==> src/rtl/stream_mux_pkg.sv <==
// Shared definitions for the streaming multiplexer: FSM encodings, arbitration
// mode constants and a constant-evaluable log2 helper.
package stream_mux_pkg;

  localparam logic [0:0] ST_IDLE = 1'b0;
  localparam logic [0:0] ST_LOCK = 1'b1;

  localparam int ARB_RR    = 0;
  localparam int ARB_FIXED = 1;

  // Ceiling log2, never below 1 so a select field always has at least one bit.
  function automatic int clog2(input int value);
    int result;
    int rem;
    result = 0;
    rem    = value - 1;
    while (rem > 0) begin
      result = result + 1;
      rem    = rem >> 1;
    end
    if (result < 1) begin
      result = 1;
    end
    return result;
  endfunction

endpackage

==> src/rtl/rr_arbiter.sv <==
// Combinational arbiter: round-robin search upward from a pointer (wrapping),
// or fixed priority where the lowest requesting index wins.
module rr_arbiter
  import stream_mux_pkg::*;
#(
  parameter int CHANNELS  = 8,
  parameter int ARB_MODE  = ARB_RR,
  parameter int SEL_WIDTH = clog2(CHANNELS)
) (
  input  logic [CHANNELS-1:0]  i_req,
  input  logic [SEL_WIDTH-1:0] i_ptr,
  output logic [CHANNELS-1:0]  o_grant,
  output logic [SEL_WIDTH-1:0] o_idx,
  output logic                 o_found
);

  int                   base;
  int                   cand;
  logic [SEL_WIDTH-1:0] cand_idx;

  always_comb begin
    o_grant  = '0;
    o_idx    = '0;
    o_found  = 1'b0;
    cand     = 0;
    cand_idx = '0;
    base     = (ARB_MODE == ARB_FIXED) ? 0 : int'(i_ptr);
    for (int i = 0; i < CHANNELS; i++) begin
      cand = base + i;
      if (cand >= CHANNELS) begin
        cand = cand - CHANNELS;
      end
      cand_idx = cand[SEL_WIDTH-1:0];
      if (!o_found && i_req[cand_idx]) begin
        o_found = 1'b1;
        o_idx   = cand_idx;
      end
    end
    if (o_found) begin
      o_grant[o_idx] = 1'b1;
    end
  end

endmodule

==> src/rtl/stream_mux_rr.sv <==
// N-channel framed stream multiplexer with arbitration, packet lock and a
// registered, full-throughput output stage with valid/ready handshake.
module stream_mux_rr
  import stream_mux_pkg::*;
#(
  parameter  int CHANNELS   = 8,
  parameter  int DATA_WIDTH = 8,
  parameter  int ARB_MODE   = ARB_RR,
  localparam int SEL_WIDTH  = clog2(CHANNELS)
) (
  input  logic                           i_clk,
  input  logic                           i_rst_n,
  input  logic [CHANNELS*DATA_WIDTH-1:0] i_data,
  input  logic [CHANNELS-1:0]            i_valid,
  input  logic [CHANNELS-1:0]            i_last,
  input  logic [CHANNELS-1:0]            i_mask,
  output logic [CHANNELS-1:0]            o_ready,
  output logic [DATA_WIDTH-1:0]          o_data,
  output logic                           o_valid,
  output logic                           o_last,
  output logic [SEL_WIDTH-1:0]           o_sel,
  input  logic                           i_ready
);

  logic [0:0]            state_q, state_d;
  logic [SEL_WIDTH-1:0]  grant_q, grant_d;
  logic [SEL_WIDTH-1:0]  ptr_q, ptr_d;
  logic                  valid_q, valid_d;
  logic                  last_q, last_d;
  logic [DATA_WIDTH-1:0] data_q, data_d;
  logic [SEL_WIDTH-1:0]  sel_q, sel_d;

  logic                  load;
  logic                  xfer;
  logic                  xfer_last;
  logic [CHANNELS-1:0]   ready;
  logic [CHANNELS-1:0]   req;
  logic [CHANNELS-1:0]   arb_grant;
  logic [SEL_WIDTH-1:0]  arb_idx;
  logic                  arb_found;
  logic [SEL_WIDTH-1:0]  sel_idx;
  logic [DATA_WIDTH-1:0] data_arr [CHANNELS];

  for (genvar gi = 0; gi < CHANNELS; gi++) begin : g_unpack
    assign data_arr[gi] = i_data[gi*DATA_WIDTH +: DATA_WIDTH];
  end

  assign req = i_valid & i_mask;

  rr_arbiter #(
    .CHANNELS  (CHANNELS),
    .ARB_MODE  (ARB_MODE),
    .SEL_WIDTH (SEL_WIDTH)
  ) u_arb (
    .i_req   (req),
    .i_ptr   (ptr_q),
    .o_grant (arb_grant),
    .o_idx   (arb_idx),
    .o_found (arb_found)
  );

  // Channel select and ready generation; a locked packet bypasses the arbiter.
  always_comb begin
    load    = !valid_q || i_ready;
    ready   = '0;
    sel_idx = arb_idx;
    if (state_q == ST_LOCK) begin
      sel_idx        = grant_q;
      ready[grant_q] = load;
    end else if (arb_found && load) begin
      ready = arb_grant;
    end
    if (!i_rst_n) begin
      ready = '0;
    end
    xfer      = |(ready & i_valid);
    xfer_last = i_last[sel_idx];
  end

  always_comb begin
    state_d = state_q;
    grant_d = grant_q;
    ptr_d   = ptr_q;
    valid_d = valid_q;
    last_d  = last_q;
    data_d  = data_q;
    sel_d   = sel_q;

    if (load) begin
      valid_d = xfer;
      if (xfer) begin
        data_d = data_arr[sel_idx];
        last_d = xfer_last;
        sel_d  = sel_idx;
      end
    end

    if (xfer) begin
      if (xfer_last) begin
        state_d = ST_IDLE;
        ptr_d   = (sel_idx == SEL_WIDTH'(CHANNELS - 1)) ? '0 : sel_idx + SEL_WIDTH'(1);
      end else if (state_q == ST_IDLE) begin
        state_d = ST_LOCK;
        grant_d = sel_idx;
      end
    end
  end

  always_ff @(posedge i_clk) begin
    if (!i_rst_n) begin
      state_q <= ST_IDLE;
      grant_q <= '0;
      ptr_q   <= '0;
      valid_q <= 1'b0;
      last_q  <= 1'b0;
      data_q  <= '0;
      sel_q   <= '0;
    end else begin
      state_q <= state_d;
      grant_q <= grant_d;
      ptr_q   <= ptr_d;
      valid_q <= valid_d;
      last_q  <= last_d;
      data_q  <= data_d;
      sel_q   <= sel_d;
    end
  end

  assign o_ready = ready;
  assign o_data  = data_q;
  assign o_valid = valid_q;
  assign o_last  = last_q;
  assign o_sel   = sel_q;

endmodule

==> config.mk <==
export PLATFORM = sky130hd
export DESIGN_NAME = stream_mux_rr
export DESIGN_NICKNAME = d
export VERILOG_FILES = /design/src/rtl/stream_mux_pkg.sv /design/src/rtl/rr_arbiter.sv /design/src/rtl/stream_mux_rr.sv
export SDC_FILE = /design/constraint.sdc
export NUM_CORES = 1
export LEC_CHECK = 0
export BUFFER_PORTS_ARGS = -buffer_cell sky130_fd_sc_hd__buf_2
export CORE_MARGIN = 5
export CORE_UTILIZATION = 40
export CTS_CLUSTER_SIZE = 8
export DETAILED_ROUTE_END_ITERATION = 10
export PLACE_DENSITY = 0.67
export SYNTH_ARGS = -nofsm -noshare
export SYNTH_HDL_FRONTEND = slang
export SYNTH_SLANG_ARGS = --single-unit
==> constraint.sdc <==
create_clock -name i_clk -period 5 [get_ports i_clk]
set_input_delay 0.25 -clock i_clk [delete_from_list [all_inputs] [get_ports i_clk]]
set_output_delay 0.25 -clock i_clk [all_outputs]
set_load 0.1 [all_outputs]
==> results of run 1 <==
-- through the flow --
stage                     cells  hold WS [ns]
after floorplan             352         0.603
after global placement      547         0.487
after detailed placement    547         0.507
after CTS                   551         0.404
after global routing        551         0.439
final                       551         0.414
-- worst min-delay path by stage --
stage	cells after the start	endpoint	slack, ns
detailed placement	2	o_sel[2]	0.51
global placement	2	ptr_q[1]	0.49
global route	2	state_q	0.44
CTS	2	state_q	0.40
floorplan	3	ptr_q[1]	0.60
finish	2	state_q	0.41
-- metal layers --
layer / GRT usage, % / up-vias / wire length, um
met4: 7.88 / 0 / 308
met1: 23.5 / 1568 / 3890
met3: 3.21 / 20 / 670
met2: 33.5 / 146 / 4680
met5: 0 / - / 0
li1: - / 1572 / -
-- power by group through the flow --
| stage | registers [W] | logic (W) | clock network (W) |
|---|---|---|---|
| after floorplan | 0.000485 | 0.00202 | 0 |
| after global placement | 0.000292 | 0.00258 | 0 |
| after detailed placement | 0.000292 | 0.00259 | 0 |
| after CTS | 0.000289 | 0.00260 | 0.000127 |
| after global routing | 0.000299 | 0.00279 | 0.000131 |
| final | 0.000289 | 0.00259 | 0.000123 |
-- worst max-delay path: stages, from the launching register on --
cell and delay, ns:
dfxtp_1 0.69, ha_1 0.39, xor2_2 0.25, mux4_2 0.59
a211o_4 0.34, or2_1 0.31, o221ai_2 0.26, nand2_2 0.17
nor3_1 0.29, nand2_1 0.12, o22a_1 0.21, nor2_1 0.08
buf_2 0.45
-- cell families after synthesis --
kind of cell	after synthesis	synth area share, %
flip-flops	20	12.9
adder cells (fa/ha/maj)	4	1.62
XOR/XNOR	4	1.37
AND/OR/NAND/NOR	148	24.8
multiplexers	39	23.7
AO/OA/AOI/OAI	101	29.4
buffers and inverters	36	6.18
-- sequential cells by signal, summed over array words and instances, names as in the netlist --
name     cells
grant_q      3
ptr_q        3
state_q      1
o_data       8
o_valid      1
o_last       1
o_sel        3
-- timing repair --
item / CTS / global route
hold buffers: 0 / 0
resized for setup: 0 / 1
setup endpoints to repair: 0 / 3
-- cells in the final DEF (no fill, tap or decap), types with 5 or more instances in the layout --
cell type / instances
a211oi_1: 5
a21oi_1: 8
a311oi_1: 8
a31oi_1: 5
and2_1: 8
buf_2: 111
dfxtp_1: 20
inv_1: 10
mux2i_1: 8
mux4_2: 22
nand2_1: 59
nand3_1: 15
nor2_1: 23
nor3_1: 12
o21ai_0: 12
o22ai_1: 8
-- area by class of cell --
| type | count | share of cell area, % |
|---|---|---|
| Clock buffer | 4 | 1.48 |
| Inverter | 14 | 1.48 |
| Multi-Input combinational cell | 296 | 67.2 |
| Sequential cell | 20 | 10.7 |
| Tap cell | 102 | 3.42 |
| Timing Repair Buffer | 115 | 15.7 |
==> impl_metrics.csv, run 1 <==
group,metric,value,unit
worst_hold_path,hold_path.class,"primary input to register",
power,p_leak,1.57,nW
power,peakVddDrop,0.436,mV
floorplan,design.core.area,0.00765,sq mm
detailed_routing,via_count,3306,
timing,slew_violations,0,
detailed_routing,wl_per_cell,17.3,um
setup_path,setup.worst_path.start_class,"register",
worst_hold_path,hold_start,"i_rst_n",
timing,max_slew_margin,46.2,%
cells_and_area,fillers,723,
timing,worst_slack,0.344,ns
synth,yosysTopAreaCell,"mux4_2",
detailed_routing,remaining_drc_errors,0,
cells_and_area,nets,545,
place,io_buffers,111,
detailed_routing,dr.pass1.iters,5,
setup_path,crit_path_end,"o_ready[3]",
floorplan,fp.dieH,98.0,um
synth,async_reset_ff_share,0,%
floorplan,start_util,40.5,%
synth,ys_warn_count,0,
timing,hold_viol,0,
detailed_routing,vias_per_cell,6.00,
synth,synth_top_cells_by_area,"mux4_2 (16%), dfxtp_1 (13%), nand2_1 (7.2%), nor2_1 (2.8%), mux2i_1 (2.6%)",
setup_path,rr_endpoint,"ptr_q[0]",
global_route,grt_pass1_vias,3303,
setup_path,rrSetupSlack,0.49,ns
cells_and_area,multi_input_area,0.00251,sq mm
timing,setup-violations-final,0,
power,power.switching,0.00174,W
setup_path,r2r_cells,13,
synth,syn-mean-instance-area,8.80,sq um
detailed_routing,drt_iter0_markers,316,
synth,ys_seq_area_share,12.9,%
run,cap_violations,0,
cells_and_area,fin_util,48.8,%
synth,synth-edff-count,0,
power,report.power.total,0.00301,W
cts,post_cts_buffers,0,
cts,clk_path_buf_depth,2,
timing,setup_tns,0,ns
timing,min_period_over_period,93.1,%
setup_path,crit_required,4.75,ns
power,p_int,0.00127,W
power,swShare,57.9,%
cells_and_area,regArea,400,sq um
floorplan,ios,112,
synth,synth_most_common_cell,"nand2_1",
status,status,"complete, no violations",
timing,rsz0062_at_grt,"no",
timing,worst_pin_slew,0.806,ns
setup_path,arrival,4.41,ns
global_route,grt-ovfl-total,0,
cts,clk_pin_slew,0.07,ns
floorplan,dieArea,0.00960,sq mm
cells_and_area,drive_gt1_share,41.4,%
timing,fmax,215,MHz
cells_and_area,antennaDiodeCount,0,
power,clkPwrFrac,4.1,%
place,gp_congestion,0.926,
cells_and_area,finalInstanceArea,0.00373,sq mm
global_route,grt_pass1_wl,15400,um
cts,clk_latency,0.26,ns
setup_path,critPathLaunch,"ptr_q[0]",
synth,syn_inst,352,
power,power_frac_seq,9.6,%
cts,root_buffer,"clkbuf_8",
floorplan,die_w,98.0,um
cts,htreeDepth,1,
synth,synth_common_cells,"nand2_1 (59), nor2_1 (23), mux4_2 (22), dfxtp_1 (20), nand3_1 (15)",
place,dpl_cell_area,0.00367,sq mm
cells_and_area,area_growth_syn_to_layout,20.5,%
synth,synth_cell_type_count,85,
cts,clock-sinks,20,
detailed_routing,drtAntennaViolNets,0,
synth,synthesis.area,0.00310,sq mm
place,place_hpwl,8040,um
cts,tritoncts,"done",
setup_path,crit_fanout,16,
synth,synth_fp_nets,447,
power,combPwrFrac,86.3,%
global_route,grt_max_degree,24,
synth,synth_top_area_share,16.0,%
place,place_ws,0.495,ns
synth,synth_ff_type,"dfxtp_1",
timing,finClkSkew,0.00146,ns
synth,synth_seq_cells,20,
detailed_routing,routed_wl,9550,um
global_route,grt_util_all_layers,19.2,%
setup_path,end_kind,"output port",
global_route,antenna_found_initial,0,
power,power_density,806,mW/mm^2
setup_path,path_class,"register to output port",
floorplan,row_count,32,
timing,finalCriticalPeriod,4.66,ns
cts,cts_inserted_buffers,3,
setup_path,reg2reg_from,"ptr_q[0]",
Power figures use the tool's default switching activity.
==> run 2, diff against run 1 <==
--- a/config.mk
+++ b/config.mk
@@ -11,6 +11,7 @@
 export CTS_CLUSTER_SIZE = 8
 export DETAILED_ROUTE_END_ITERATION = 10
 export PLACE_DENSITY = 0.67
+export RECOVER_POWER = 25
 export SYNTH_ARGS = -nofsm -noshare
 export SYNTH_HDL_FRONTEND = slang
 export SYNTH_SLANG_ARGS = --single-unit
==> run 2 against run 1 <==
Against the previous run: die area stayed put; routed wire length shrank 0.21%; via count decreased by 1.0%; power down 0.24%; clock skew about the same; combinational power barely moved; hold slack gained 0.0034 ns; critical path depth unchanged; first-iteration DRC count fell by 5.7%; critical endpoint unchanged; largest cell class unchanged; highest routed layer unchanged.
==> impl_metrics.csv, run 2 (synthesis gave the netlist of run 1 again) <==
group,metric,value,unit
floorplan,fp.dieH,98.0,um
timing,max_slew_margin,22.0,%
place,io_buffers,111,
timing,setup-violations-final,0,
timing,finClkSkew,0.00152,ns
cts,clk_pin_slew,0.07,ns
cells_and_area,nets,545,
power,power_density,807,mW/mm^2
power,report.power.total,0.00300,W
power,p_leak,1.53,nW
place,place_ws,0.495,ns
worst_hold_path,hold_start,"i_rst_n",
floorplan,row_count,32,
power,peakVddDrop,0.437,mV
detailed_routing,vias_per_cell,5.94,
cts,htreeDepth,1,
detailed_routing,drtAntennaViolNets,0,
setup_path,cpPeakStageDelay,0.69,ns
run,cap_violations,0,
detailed_routing,routed_wl,9530,um
cts,clk_path_buf_depth,2,
cells_and_area,fin_util,48.6,%
detailed_routing,wl_per_cell,17.3,um
timing,finalCriticalPeriod,4.66,ns
global_route,grt-ovfl-total,0,
cells_and_area,drive_gt1_share,39.2,%
setup_path,rr_endpoint,"ptr_q[0]",
floorplan,start_util,40.5,%
setup_path,crit_fanout,16,
worst_hold_path,hold_path.class,"primary input to register",
cts,post_cts_buffers,0,
cells_and_area,fillers,729,
floorplan,design.core.area,0.00765,sq mm
status,status,"complete, no violations",
cells_and_area,antennaDiodeCount,0,
timing,fmax,215,MHz
floorplan,die_w,98.0,um
timing,setup_tns,0,ns
worst_hold_path,hold_end,"state_q",
place,dpl_cell_area,0.00367,sq mm
global_route,grt_util_all_layers,19.2,%
setup_path,cp_slowest_cell,"dfxtp_1",
worst_hold_path,holdPathStages,2,
global_route,grt_max_degree,24,
cts,clk_latency,0.26,ns
floorplan,ios,112,
setup_path,end_kind,"output port",
timing,slew_violations,0,
place,gp_congestion,0.926,
cts,cts_inserted_buffers,3,
setup_path,crit_chain,"ha_1 -> xor2_2 -> mux4_2 -> a211o_4 -> or2_1 -> o221ai_2 -> nand2_2 -> nor3_1 -> nand2_1 -> o22a_1 -> nor2_1 -> buf_2",
global_route,grt_pass1_wl,15400,um
setup_path,path_class,"register to output port",
setup_path,crit_required,4.75,ns
cells_and_area,largest_reg_flops,8,
detailed_routing,drt_iter0_markers,298,
setup_path,crit_cells,12,
setup_path,path_buf_inv,1,
place,place_hpwl,8040,um
detailed_routing,dr.pass1.iters,4,
timing,hold_viol,0,
setup_path,arrival,4.41,ns
timing,worst_slack,0.344,ns
detailed_routing,via_count,3273,
cells_and_area,final_cell_mix,"buf_2 (101), nand2_1 (59), nor2_1 (23)",
cells_and_area,finalInstanceArea,0.00372,sq mm
cts,root_buffer,"clkbuf_8",
timing,worst_pin_slew,1.18,ns
setup_path,setup.worst_path.start_class,"register",
timing,min_period_over_period,93.1,%
setup_path,r2r_cells,13,
floorplan,dieArea,0.00960,sq mm
cells_and_area,final_common_cell,"buf_2",
cts,clock-sinks,20,
global_route,grt_pass1_vias,3303,
setup_path,rrSetupSlack,0.49,ns
global_route,antenna_found_initial,0,
cells_and_area,area_growth_syn_to_layout,20.1,%
timing,rsz0062_at_grt,"no",
setup_path,reg2reg_from,"ptr_q[0]",
cts,tritoncts,"done",
detailed_routing,remaining_drc_errors,0,
setup_path,path_delay_family,"simple AND/OR/NAND/NOR gates",
[run 2: cell count changes in the layout (fill, tap and decap cells not counted)]
cell and delta:
buf_2 -10, clkbuf_1 +10
[run 2: repair_timing]
action / in CTS / in global routing
hold buffers: 0 / 0
endpoints found under the setup margin: 0 / 3
hold endpoints to repair: 0 / 0
resized for setup: 0 / 1
[run 2: area by class of cell]
type	instances	area [sq um]	area share, %
Multi-Input combinational cell	296	2510	67.4
Timing Repair Buffer	115	573	15.4
Tap cell	102	128	3.43
Inverter	14	55.1	1.48
Clock buffer	4	55.1	1.48
Sequential cell	20	400	10.8
[run 2: worst max path at each step]
stage                         from         end  slack [ns]
after floorplan           ptr_q[0]  o_ready[3]        0.35
after global placement    ptr_q[0]    ptr_q[0]        0.58
after detailed placement  ptr_q[0]    ptr_q[0]        0.50
after CTS                 ptr_q[0]  o_ready[3]        0.27
after global routing      ptr_q[0]  o_ready[0]        0.08
final                     ptr_q[0]  o_ready[3]        0.34
[run 2: where the power goes]
part,internal (W),switching (W)
registers,0.000217,0.0000733
logic,0.000972,0.00161
clock network,0.0000701,0.0000531
total,0.00126,0.00174
[run 2: metal layers]
layer / global-route usage (%) / up-vias / routed length [um]
met5: 0 / - / 0
met3: 3.21 / 18 / 717
met1: 23.5 / 1523 / 3860
li1: - / 1574 / -
met2: 33.5 / 158 / 4680
met4: 7.88 / 0 / 263
[run 2: stage by stage]
stage               std cells  hold slack [ns]
floorplan                 352            0.603
global placement          547            0.487
detailed placement        547            0.507
CTS                       551            0.404
global route              551            0.439
finish                    551            0.417
[run 2: worst register-to-register path: stages (launching register included)]
cell and delay, ns:
dfxtp_1 0.69, ha_1 0.39, xor2_2 0.25, mux4_2 0.59, a211oi_1 0.37, nand3_1 0.21
and2_1 0.26, o21a_2 0.26, nor2_1 0.28, inv_2 0.24, ha_1 0.27, ha_1 0.17
or3_1 0.36, mux2i_1 0.11
==> run 3, diff against run 2 <==
--- a/config.mk
+++ b/config.mk
@@ -10,8 +10,10 @@
 export CORE_UTILIZATION = 40
 export CTS_CLUSTER_SIZE = 8
 export DETAILED_ROUTE_END_ITERATION = 10
-export PLACE_DENSITY = 0.67
+export GPL_ROUTABILITY_DRIVEN = 0
+export PLACE_DENSITY = 0.68
 export RECOVER_POWER = 25
 export SYNTH_ARGS = -nofsm -noshare
 export SYNTH_HDL_FRONTEND = slang
+export SYNTH_HIERARCHICAL = 1
 export SYNTH_SLANG_ARGS = --single-unit
==> run 3 against run 2 <==
Against the previous run: non-clock buffer count increased by 2; critical path depth increased by 3; routed wire length decreased by 14%; die area decreased by 6.8%; critical path type is now register to register; critical endpoint is now state_q; largest cell class unchanged.
==> impl_metrics.csv, run 3 <==
group,metric,value,unit
timing,min_period_over_period,91.8,%
detailed_routing,dr.pass1.iters,4,
floorplan,row_count,30,
timing,finalCriticalPeriod,4.59,ns
setup_path,crit_required,5.15,ns
power,p_int,0.000892,W
global_route,grt_max_degree,35,
setup_path,cpPeakStageDelay,0.63,ns
detailed_routing,vias_per_cell,5.44,
synth,synth_most_common_cell,"nand2_1",
cts,clk_pin_slew,0.07,ns
detailed_routing,drt_iter0_markers,130,
timing,whs,0.363,ns
setup_path,crit_cells,15,
power,swShare,55.8,%
detailed_routing,wl_per_cell,15.3,um
floorplan,fp.dieH,94.6,um
cts,clock-sinks,20,
cells_and_area,drive_gt1_share,37.9,%
detailed_routing,drtAntennaViolNets,0,
timing,rsz0062_at_grt,"no",
cts,post_cts_buffers,0,
timing,slew_violations,0,
cts,cts_inserted_buffers,3,
synth,ys_warn_count,6,
floorplan,dieArea,0.00895,sq mm
synth,synth_cell_type_count,67,
power,peakVddDrop,0.300,mV
global_route,antenna_found_initial,0,
cells_and_area,final_common_cell,"buf_2",
setup_path,setup.worst_path.start_class,"register",
synth,synth_fp_nets,434,
cells_and_area,antennaDiodeCount,0,
setup_path,path_delay_family,"compound AO/OA/AOI/OAI gates",
timing,setup-violations-final,0,
setup_path,end_kind,"register",
global_route,grt_util_all_layers,17.8,%
power,power_density,572,mW/mm^2
power,combPwrFrac,80.4,%
cells_and_area,largest_reg_flops,8,
synth,async_reset_ff_share,0,%
timing,finClkSkew,0.00536,ns
setup_path,crit_top_cell,"nand2_1",
synth,ys_seq_area_share,14.0,%
place,io_buffers,111,
setup_path,crit_chain,"inv_2 -> ha_2 -> mux4_1 -> mux2_2 -> o2bb2ai_2 -> nand2_1 -> a211o_1 -> a21oi_4 -> nor2_1 -> nand2_1 -> nor3_1 -> o21ai_1 -> nand4_2 -> or2_4 -> o211a_1",
detailed_routing,routed_wl,8160,um
setup_path,path_buf_inv,1,
power,power_frac_seq,11.5,%
power,power.switching,0.00112,W
synth,synth_top_area_share,16.4,%
global_route,grt-ovfl-total,0,
run,cap_violations,0,
floorplan,ios,112,
worst_hold_path,holdPathStages,2,
floorplan,design.core.area,0.00687,sq mm
place,dpl_cell_area,0.00346,sq mm
timing,setup_tns,0,ns
timing,fmax,218,MHz
setup_path,arrival,4.74,ns
cells_and_area,final_cell_mix,"buf_2 (101), nand2_1 (55), mux2i_1 (46)",
cts,htreeDepth,1,
synth,synth_ff_type,"dfxtp_1",
setup_path,cp_slowest_cell,"mux4_1",
synth,synth-edff-count,0,
cells_and_area,nets,534,
synth,synth_top_cells_by_area,"mux2i_1 (16%), dfxtp_1 (14%), mux4_2 (12%), nand2_1 (7.2%), nor3_1 (4.9%)",
floorplan,die_w,94.6,um
cts,clk_latency,0.26,ns
synth,syn-mean-instance-area,8.44,sq um
worst_hold_path,hold_path.class,"primary input to register",
timing,max_slew_margin,19.6,%
place,place_hpwl,6620,um
cells_and_area,area_growth_syn_to_layout,23.1,%
synth,syn_inst,339,
cts,root_buffer,"clkbuf_8",
synth,synth_seq_cells,20,
synth,synth_common_cells,"nand2_1 (55), mux2i_1 (47), nor3_1 (28), dfxtp_1 (20), nand3_1 (18)",
power,p_leak,1.71,nW
status,status,"complete, no violations",
cts,clk_path_buf_depth,2,
global_route,grt_pass1_wl,13100,um
setup_path,crit_fanout,15,
global_route,grt_pass1_vias,2855,
synth,yosysTopAreaCell,"mux2i_1",
setup_path,r2r_cells,15,
detailed_routing,via_count,2904,
setup_path,path_class,"register to register",
cells_and_area,fillers,660,
floorplan,start_util,41.7,%
timing,hold_viol,0,
cts,tritoncts,"done",
synth,synthesis.area,0.00286,sq mm
detailed_routing,remaining_drc_errors,0,
power,clkPwrFrac,8.0,%
cells_and_area,fin_util,51.3,%
timing,worst_pin_slew,1.21,ns
cells_and_area,finalInstanceArea,0.00352,sq mm
## run 3: repair_timing
action                                  in CTS  in global routing
hold buffers                                 0                  0
endpoints found under the setup margin       0                 15
gates resized for setup                      0                  2
## run 3: final cells by class
cell class                 instances  area, sq um  area share (%)
clock buffer                       3         41.3            1.17
timing repair buffer             117          588            16.7
sequential                        20          400            11.4
tap                               96          120            3.41
inverter                          15         56.3            1.60
clock inverter                     1         30.0           0.852
multi-input combinational        282         2290            64.9
## run 3: cell families (layout without fill, tap and decap cells)
family,after synthesis,count (layout),synth area share [%]
flops,20,20,14.0
xor+xnor,3,3,0.918
fa+ha+maj,4,4,1.75
mux,71,71,32.9
simple gates,152,152,27.0
buf+inv,37,136,6.86
compound gates,52,52,16.6
## run 3: metal layers
layer	part of all wire, %	track usage (%)
met1	41	22.5
met5	0	0
met2	51	31.4
met3	6.9	3.19
met4	1.2	3.97
## run 3: power groups by stage
stage / clock, W / combinational (W) / sequential, W
floorplan: 0 / 0.00120 / 0.000400
global placement: 0 / 0.00160 / 0.000236
detailed placement: 0 / 0.00162 / 0.000236
CTS: 0.000164 / 0.00163 / 0.000233
global route: 0.000172 / 0.00177 / 0.000238
finish: 0.000162 / 0.00162 / 0.000233
## run 3: final timing paths
path | slack [ns] | start | to
max | 0.41 | ptr_q[0] | state_q
min | 0.36 | i_rst_n | state_q
max reg2reg | 0.41 | ptr_q[0] | state_q
min reg2reg | 0.53 | grant_q[1] | grant_q[1]
## run 3: worst register-to-register path, stage by stage, from the launching register on
cell,delay (ns)
dfxtp_1,0.34
inv_2,0.11
ha_2,0.53
mux4_1,0.64
mux2_2,0.31
o2bb2ai_2,0.28
nand2_1,0.16
a211o_1,0.34
a21oi_4,0.30
nor2_1,0.09
nand2_1,0.07
nor3_1,0.06
o21ai_1,0.21
nand4_2,0.37
or2_4,0.48
o211a_1,0.22
## run 3: stage by stage
| step | setup WS, ns | total power, W | instances |
|---|---|---|---|
| 2_1_floorplan | 0.888 | 0.00160 | 339 |
| 3_3_place_gp | 0.411 | 0.00184 | 530 |
| 3_5_place_dp | 0.298 | 0.00186 | 530 |
| 4_1_cts | 0.280 | 0.00202 | 534 |
| 5_1_grt | 0.0857 | 0.00218 | 534 |
| 6_report | 0.411 | 0.00202 | 534 |
